==> src/rtl/gcd_engine.sv <==
// Single-block GCD engine with operand/result valid-ready handshakes.
// STEIN selects repeated subtraction (0) or binary Stein reduction (1) at elaboration.
module gcd_engine #(
    parameter int N     = 8,
    parameter int STEIN = 0
) (
    input  logic         clk,
    input  logic         rst,
    input  logic         in_valid,
    output logic         in_ready,
    input  logic [N-1:0] p_in,
    input  logic [N-1:0] q_in,
    output logic         out_valid,
    input  logic         out_ready,
    output logic [N-1:0] r_out,
    output logic         zero_in,
    output logic [N-1:0] cycles
);

    localparam int KW = $clog2(N) + 1;
    localparam logic [KW-1:0] K_ONE   = KW'(1);
    localparam logic [N-1:0]  CNT_ONE = N'(1);
    localparam logic [N-1:0]  CNT_MAX = {N{1'b1}};

    // state  | meaning
    // S_IDLE | waiting for an operand pair, in_ready high
    // S_CALC | one reduction rule per cycle until a terminal rule fires
    // S_DONE | result presented, held until out_ready
    typedef enum logic [1:0] {
        S_IDLE = 2'd0,
        S_CALC = 2'd1,
        S_DONE = 2'd2
    } state_t;

    state_t r_state;
    state_t w_state_nxt;

    logic [N-1:0]  r_p, r_q, r_cnt, r_res, r_cycles;
    logic [KW-1:0] r_k;
    logic          r_zero;

    logic [N-1:0]  w_p_nxt, w_q_nxt, w_cnt_nxt, w_res_nxt, w_cycles_nxt;
    logic [KW-1:0] w_k_nxt;
    logic          w_zero_nxt;

    logic          w_term;
    logic [N-1:0]  w_term_base;
    logic [N-1:0]  w_term_val;
    logic [N-1:0]  w_cnt_inc;
    logic [N-1:0]  w_diff;
    logic          w_p_gt_q;

    assign w_p_gt_q    = (r_p > r_q);
    assign w_diff      = w_p_gt_q ? (r_p - r_q) : (r_q - r_p);
    assign w_term      = (r_p == '0) || (r_q == '0) || (r_p == r_q);
    assign w_term_base = (r_p == '0) ? r_q : r_p;
    assign w_term_val  = (STEIN != 0) ? (w_term_base << r_k) : w_term_base;
    assign w_cnt_inc   = (r_cnt == CNT_MAX) ? r_cnt : (r_cnt + CNT_ONE);

    always_comb begin
        w_state_nxt  = r_state;
        w_p_nxt      = r_p;
        w_q_nxt      = r_q;
        w_k_nxt      = r_k;
        w_cnt_nxt    = r_cnt;
        w_res_nxt    = r_res;
        w_cycles_nxt = r_cycles;
        w_zero_nxt   = r_zero;

        case (r_state)
            S_IDLE: begin
                if (in_valid) begin
                    w_p_nxt     = p_in;
                    w_q_nxt     = q_in;
                    w_k_nxt     = '0;
                    w_cnt_nxt   = '0;
                    w_zero_nxt  = (p_in == '0) || (q_in == '0);
                    w_state_nxt = S_CALC;
                end
            end
            S_CALC: begin
                w_cnt_nxt = w_cnt_inc;
                if (w_term) begin
                    w_res_nxt    = w_term_val;
                    w_cycles_nxt = w_cnt_inc;
                    w_state_nxt  = S_DONE;
                end else if (STEIN == 0) begin
                    if (w_p_gt_q) w_p_nxt = w_diff;
                    else          w_q_nxt = w_diff;
                end else begin
                    // Common factors of two are stripped into k and restored at termination
                    if (!r_p[0] && !r_q[0]) begin
                        w_p_nxt = r_p >> 1;
                        w_q_nxt = r_q >> 1;
                        w_k_nxt = r_k + K_ONE;
                    end else if (!r_p[0]) begin
                        w_p_nxt = r_p >> 1;
                    end else if (!r_q[0]) begin
                        w_q_nxt = r_q >> 1;
                    end else if (w_p_gt_q) begin
                        w_p_nxt = w_diff >> 1;
                    end else begin
                        w_q_nxt = w_diff >> 1;
                    end
                end
            end
            S_DONE: begin
                if (out_ready) w_state_nxt = S_IDLE;
            end
            default: w_state_nxt = S_IDLE;
        endcase
    end

    always_ff @(posedge clk or negedge rst) begin
        if (!rst) begin
            r_state  <= S_IDLE;
            r_p      <= '0;
            r_q      <= '0;
            r_k      <= '0;
            r_cnt    <= '0;
            r_res    <= '0;
            r_cycles <= '0;
            r_zero   <= 1'b0;
        end else begin
            r_state  <= w_state_nxt;
            r_p      <= w_p_nxt;
            r_q      <= w_q_nxt;
            r_k      <= w_k_nxt;
            r_cnt    <= w_cnt_nxt;
            r_res    <= w_res_nxt;
            r_cycles <= w_cycles_nxt;
            r_zero   <= w_zero_nxt;
        end
    end

    assign in_ready  = (r_state == S_IDLE);
    assign out_valid = (r_state == S_DONE);
    assign r_out     = r_res;
    assign zero_in   = r_zero;
    assign cycles    = r_cycles;

endmodule
==> config.mk <==
export PLATFORM = sky130hd
export DESIGN_NAME = gcd_engine
export DESIGN_NICKNAME = d
export VERILOG_FILES = /design/src/rtl/gcd_engine.sv
export SDC_FILE = /design/constraint.sdc
export NUM_CORES = 1
export LEC_CHECK = 0
export CAP_MARGIN = 25
export CORE_ASPECT_RATIO = 0.7
export CORE_MARGIN = 3
export CORE_UTILIZATION = 45
export CTS_BUF_LIST = sky130_fd_sc_hd__clkbuf_8
export CTS_CLUSTER_DIAMETER = 30
export DETAILED_ROUTE_END_ITERATION = 8
export MAX_ROUTING_LAYER = met4
export PLACE_DENSITY = 0.7
export SETUP_SLACK_MARGIN = 0.15
export SYNTH_ARGS = -nofsm -noshare
export SYNTH_HDL_FRONTEND = slang
export SYNTH_SLANG_ARGS = --single-unit
==> constraint.sdc <==
create_clock -name clk -period 2.36 [get_ports clk]
set_input_delay 0.472 -clock clk [delete_from_list [all_inputs] [get_ports clk]]
set_output_delay 0.472 -clock clk [all_outputs]
set_load 0.05 [all_outputs]
# ---- Word-level counts from Yosys, hierarchy flattened
# Cells that the tools add are included.
# W data, S select, Z words.
dict set report classes {
  order_cmp 1
  n_reduce_logical 15
  n_addsub 3
  eq_ne 10
  n_mux 17
}
# op count
set ops {}
lappend ops {{$mux W8} 10}
lappend ops {{$pmux W8 S2} 3}
lappend ops {{$logic_not A8 Y1} 4}
lappend ops {{$sub A8 B8 Y8} 2}
lappend ops {{$ne A2 B2 Y1 const B} 5}
lappend ops {{$add A8 B1 Y8 const B} 1}
lappend ops {{$eq A8 B8 Y1} 1}
lappend ops {{$eq A8 B8 Y1 const B} 1}
lappend ops {{$gt A8 B8 Y1} 1}
lappend ops {{$reduce_and A4 Y1} 2}
lappend ops {{$mux W2} 3}
lappend ops {{$pmux W2 S3} 1}
lappend ops {{$reduce_and A2 Y1} 3}
lappend ops {{$logic_or A1 B1 Y1} 3}
lappend ops {{$reduce_and A3 Y1} 1}
lappend ops {{$eq A2 B1 Y1 const B} 1}
lappend ops {{$eq A2 B2 Y1 const B} 1}
lappend ops {{$logic_not A2 Y1} 1}
lappend ops {{$ne A2 B1 Y1 const B} 1}
lappend ops {{$reduce_bool A2 Y1} 1}
dict set report word_totals {
  in_bits 20
  wordCells 53
  regBits 43
}

# ---- Logic depth before layout (Yosys ltp)
dict set report depth {
  depth_word 5
  ltp_mapped 11
  depth_no_buf 10
}

# ---- Least setup slack after synthesis
# No wires, ideal clock.
dict set report synth_path {
  path_kind {flip-flop to flip-flop}
  startpoint {register r_p[0]}
  endpoint {register r_p[3]}
  period_less_slack_ns 2.338
  path_stages_with_launch 11
  arrival_ns 2.202
  required_ns 2.224
  path_slack_ns 0.022
  path_cell_list {dfrtp_1 > inv_1 > ha_1 > fa_1 > and2b_1 > o21ai_2 > a211o_1 > nand2_2 > a21oi_1 > a311oi_2 > a31oi_1}
}
dict set report synth_between {
  elab_chain_len 5
}
# item line
set synth_rtl {}
lappend synth_rtl {{from (decl)} 38} ;# logic [N-1:0] r_p, r_q, r_cnt, r_res, r_cycles;
lappend synth_rtl {{from (signal assigned)} 126} ;# r_p <= w_p_nxt;
lappend synth_rtl {{$sub A8 B8 Y8, or another cell as far along} 54} ;# assign w_diff = w_p_gt_q ? (r_p - r_q) : (r_q - r_p);
lappend synth_rtl {{$mux W8 / $logic_or A1 B1 Y1 (equally long branches)} {54, 55}}
lappend synth_rtl {{$mux W8 / $logic_or A1 B1 Y1 (equally long branches)} {88, 55}}
lappend synth_rtl {{$mux W8 / $ne A2 B2 Y1 (equally long branches)} --}
lappend synth_rtl {{$pmux W8 S2 / $reduce_and A4 Y1 (equally long branches)} --}
# Parallel ways exist; a longest one is shown, timed or not. The select of a mux whose other input is x is not followed.
# A chain may end at the register's enable or synchronous reset.

# ---- Final worst setup path
# Same ends and word-level chain as after synthesis.

==> run_results.csv <==
group,metric,value,unit
outcome,outcome,"finished, final reports clean",
synth,synth_top_area_share,36.4,%
global_routing,gr-usage-all-layers,25.0,%
flow_run,maxCapViolations,0,
setup_path,cp_top_family,"compound AO/OA/AOI/OAI gates",
synth,synth_top_area_cell,"dfrtp_1",
setup_path,crit_slowest_cell,"dfrtp_1",
detailed_routing,vias_per_cell,5.99,
finish,postLayoutCellArea,0.00421,sq mm
floorplanning,core-area,0.00631,sq mm
setup_path,cp.required,2530,ps
setup_path,setup.worst_path.end_class,"flip-flop",
synth,synth_area_leaders,"dfrtp_1 (36%), ha_1 (6.8%), a21oi_1 (5.4%)",
synth,ys.flop_type,"dfrtp_1",
floorplanning,ios,39,
sta,timing.final.crit_share,99.8,%
place,placed_cells,479,
clock_network,cts_tree,"yes",
setup_path,path_cells,"inv_2 > ha_4 > fa_2 > and2b_2 > o21ai_4 > a211o_1 > nand2_4 > a21oi_2 > a311oi_2 > a31oi_1",
floorplanning,num_rows,24,
place,globalplace.congestion,0.925,
finish,layout-drive-gt1-share,30.3,%
global_routing,grt_pass1_wl,14.1,mm
setup_path,critPathMaxStageDelay,380,ps
finish,syn_to_final_growth,42.2,%
setup_path,arrival,2520,ps
global_routing,grt_max_degree,31,
global_routing,busiest_layer,"met1",
sta,worstMarginPinSlew,665,ps
clock_network,clk_latency,300,ps
global_routing,met3_usage,5.03,%
clock_network,clock-root-buffer,"clkbuf_8",
setup_path,path_buf_inv,1,
synth,async_reset_ff_share,100,%
finish,num-nets-final,460,
floorplanning,fp.dieH,73.8,um
synth,syn-mean-instance-area,8.73,sq um
detailed_routing,drtAntennaViolNets,0,
sta,fin_worst_skew,4.48,ps
synth,synthesis.nets,377,
sta,finalMaxSlewViolations,0,
place,placed_area,0.00364,sq mm
detailed_routing,wl_per_cell,18.9,um
finish,post-route-util,66.7,%
floorplanning,dieArea,0.00760,sq mm
detailed_routing,wl,9.49,mm
synth,synth_seq_area_share,36.4,%
synth,syn_inst,339,
global_routing,overflow,0,
clock_network,clk_pin_slew_worst_paths,90,ps
place,hpwl,6.30,mm
sta,hold_viol_final,0,
synth,synth_edf_count,0,
clock_network,cts_num_sinks,43,
clock_network,numCtsBuffers,5,
global_routing,grt_pass1_vias,2822,
place,place_worst_setup_slack,-2.06,ps
sta,rsz0062_at_grt,"true",
setup_path,crit_path_max_fanout,6,
detailed_routing,dr_total_vias,3001,
floorplanning,initial_utilization,46.9,%
synth,synth.distinct_cells,55,
finish,fillers,503,
floorplanning,die_x,103,um
synth,netlist_area,0.00296,sq mm
global_routing,grt_antenna_before_repair,0,
setup_path,critPathLaunchType,"flip-flop",
synth,synth_seq_cells,43,
finish,diodes,0,
place,port_buffers,38,
setup_path,critical_path_class,"reg -> reg",
finish,fin_cells,501,
clock_network,ctsHtreeMaxLevel,2,
global_routing,met1_usage,36.8,%
sta,setup_viol,0,
sta,setup_slack,5.55,ps
global_routing,gr-usage-met2,34.6,%
sta,fmax,425,MHz
detailed_routing,drc,0,
clock_network,clockBufferDepth,2,
detailed_routing,drt_iter0_drc,226,
synth,yosysWarnings,0,
sta,period_minus_slack,2350,ps
worst_hold_path,hp-class,"in -> async",
detailed_routing,drt_pre_antenna_iters,5,
sta,timing.slew.headroom,55.2,%
-- path summary, 6_finish.rpt --
| check | slack, ps | to | cells past startpoint | from |
|---|---|---|---|---|
| max in group asynchronous | 1580 | r_q[1] | 2 | rst |
| max reg2reg | 6 | r_p[3] | 10 | r_p[0] |
| min | 180 | cycles[7] | 1 | rst |
| min in group clk | 490 | r_out[1] | 2 | r_out[1] |
| max | 6 | r_p[3] | 10 | r_p[0] |
| min reg2reg | 490 | r_out[1] | 2 | r_out[1] |
-- per-layer routing --
layer	share of wire [%]	vias up	wire length, um
li1	-	1378	-
met1	46	1428	4320
met2	42	167	4030
met3	9.7	28	917
met4	2.3	0	218
met5	0	-	0
-- flip-flops by register name, summed over array words and instances, names as in the netlist --
signal   count
cycles       8
r_cnt        8
r_out        8
r_p          8
r_q          8
r_state      2
zero_in      1
-- layout make-up --
class	instances	area, sq um	area share (%)
multi-input combinational	265	2020	48.0
sequential	43	1080	25.7
timing repair buffer	87	797	19.0
tap	78	97.6	2.32
inverter	20	75.1	1.79
clock buffer	5	68.8	1.64
clock inverter	3	67.6	1.61
-- metrics by stage --
stage | TNS [ps] | hold WS (ps)
after global placement | 0 | 456
after detailed placement | -2.06 | 473
final | 0 | 184
after floorplan | 0 | 176
after global routing | -332 | 233
after CTS | 0 | 201
-- cells in the final DEF, fill, tap and decap left out, drive strengths merged, types with 2 or more instances in the layout --
cell / n
fa: 2
nand4: 2
bufinv: 2
nor3: 3
nor4: 4
o21ai: 37
nor2: 33
a21oi: 33
nand2: 44
a211oi: 10
nand2b: 5
nand3: 10
dfrtp: 43
o211ai: 4
inv: 20
and3: 2
o21bai: 2
xnor2: 3
o41a: 2
or3: 4
nor2b: 5
clkbuf: 5
a31oi: 4
buf: 52
or4: 4
o21a: 5
mux2i: 7
ha: 16
xor2: 4
nand3b: 3
clkdlybuf4s50: 35
a22oi: 6
-- cell families (layout without fill, tap and decap cells) --
| family | count (synthesis) | count (layout) | share of synthesized area [%] |
|---|---|---|---|
| AND/OR/NAND/NOR | 119 | 121 | 20.2 |
| buffers and inverters | 34 | 115 | 6.01 |
| multiplexers | 8 | 8 | 2.75 |
| AO/OA/AOI/OAI | 110 | 111 | 24.5 |
| adder cells (fa/ha/maj) | 18 | 18 | 8.12 |
| XOR/XNOR | 7 | 7 | 2.07 |
| flip-flops | 43 | 43 | 36.4 |
-- Yosys cell counts (2+ instances only) --
| master | number |
|---|---|
| mux2i_1 | 7 |
| or4_1 | 2 |
| nand3b_1 | 3 |
| nand2_1 | 42 |
| clkbuf_1 | 3 |
| nor2_1 | 29 |
| o21a_1 | 5 |
| a22oi_2 | 4 |
| nor2b_1 | 5 |
| buf_2 | 4 |
| a31oi_1 | 4 |
| nor3_1 | 3 |
| and3_1 | 2 |
| or4_4 | 2 |
| o21ai_1 | 11 |
| ha_1 | 16 |
| a21oi_1 | 32 |
| a211oi_1 | 9 |
| nand2b_1 | 2 |
| xnor2_1 | 3 |
| o21bai_1 | 2 |
| o211ai_1 | 4 |
| nor2_2 | 3 |
| nor4_1 | 4 |
| buf_4 | 2 |
| dfrtp_1 | 43 |
| buf_6 | 5 |
| o21ai_0 | 25 |
| inv_1 | 20 |
| or3_1 | 4 |
| nand3_1 | 10 |
| xor2_1 | 4 |
| fa_1 | 2 |
| a22oi_1 | 2 |
-- timing repair --
item,in CTS,in global routing
endpoints found under the hold margin,0,0
gates cloned,1,3
gates resized for setup,17,49
setup buffers,4,6
hold buffers,0,0
pin swaps,4,28
endpoints found under the setup margin,16,33
Power is not shown: default switching activity piles up to over one toggle a cycle in this logic, so the estimate is an artifact.
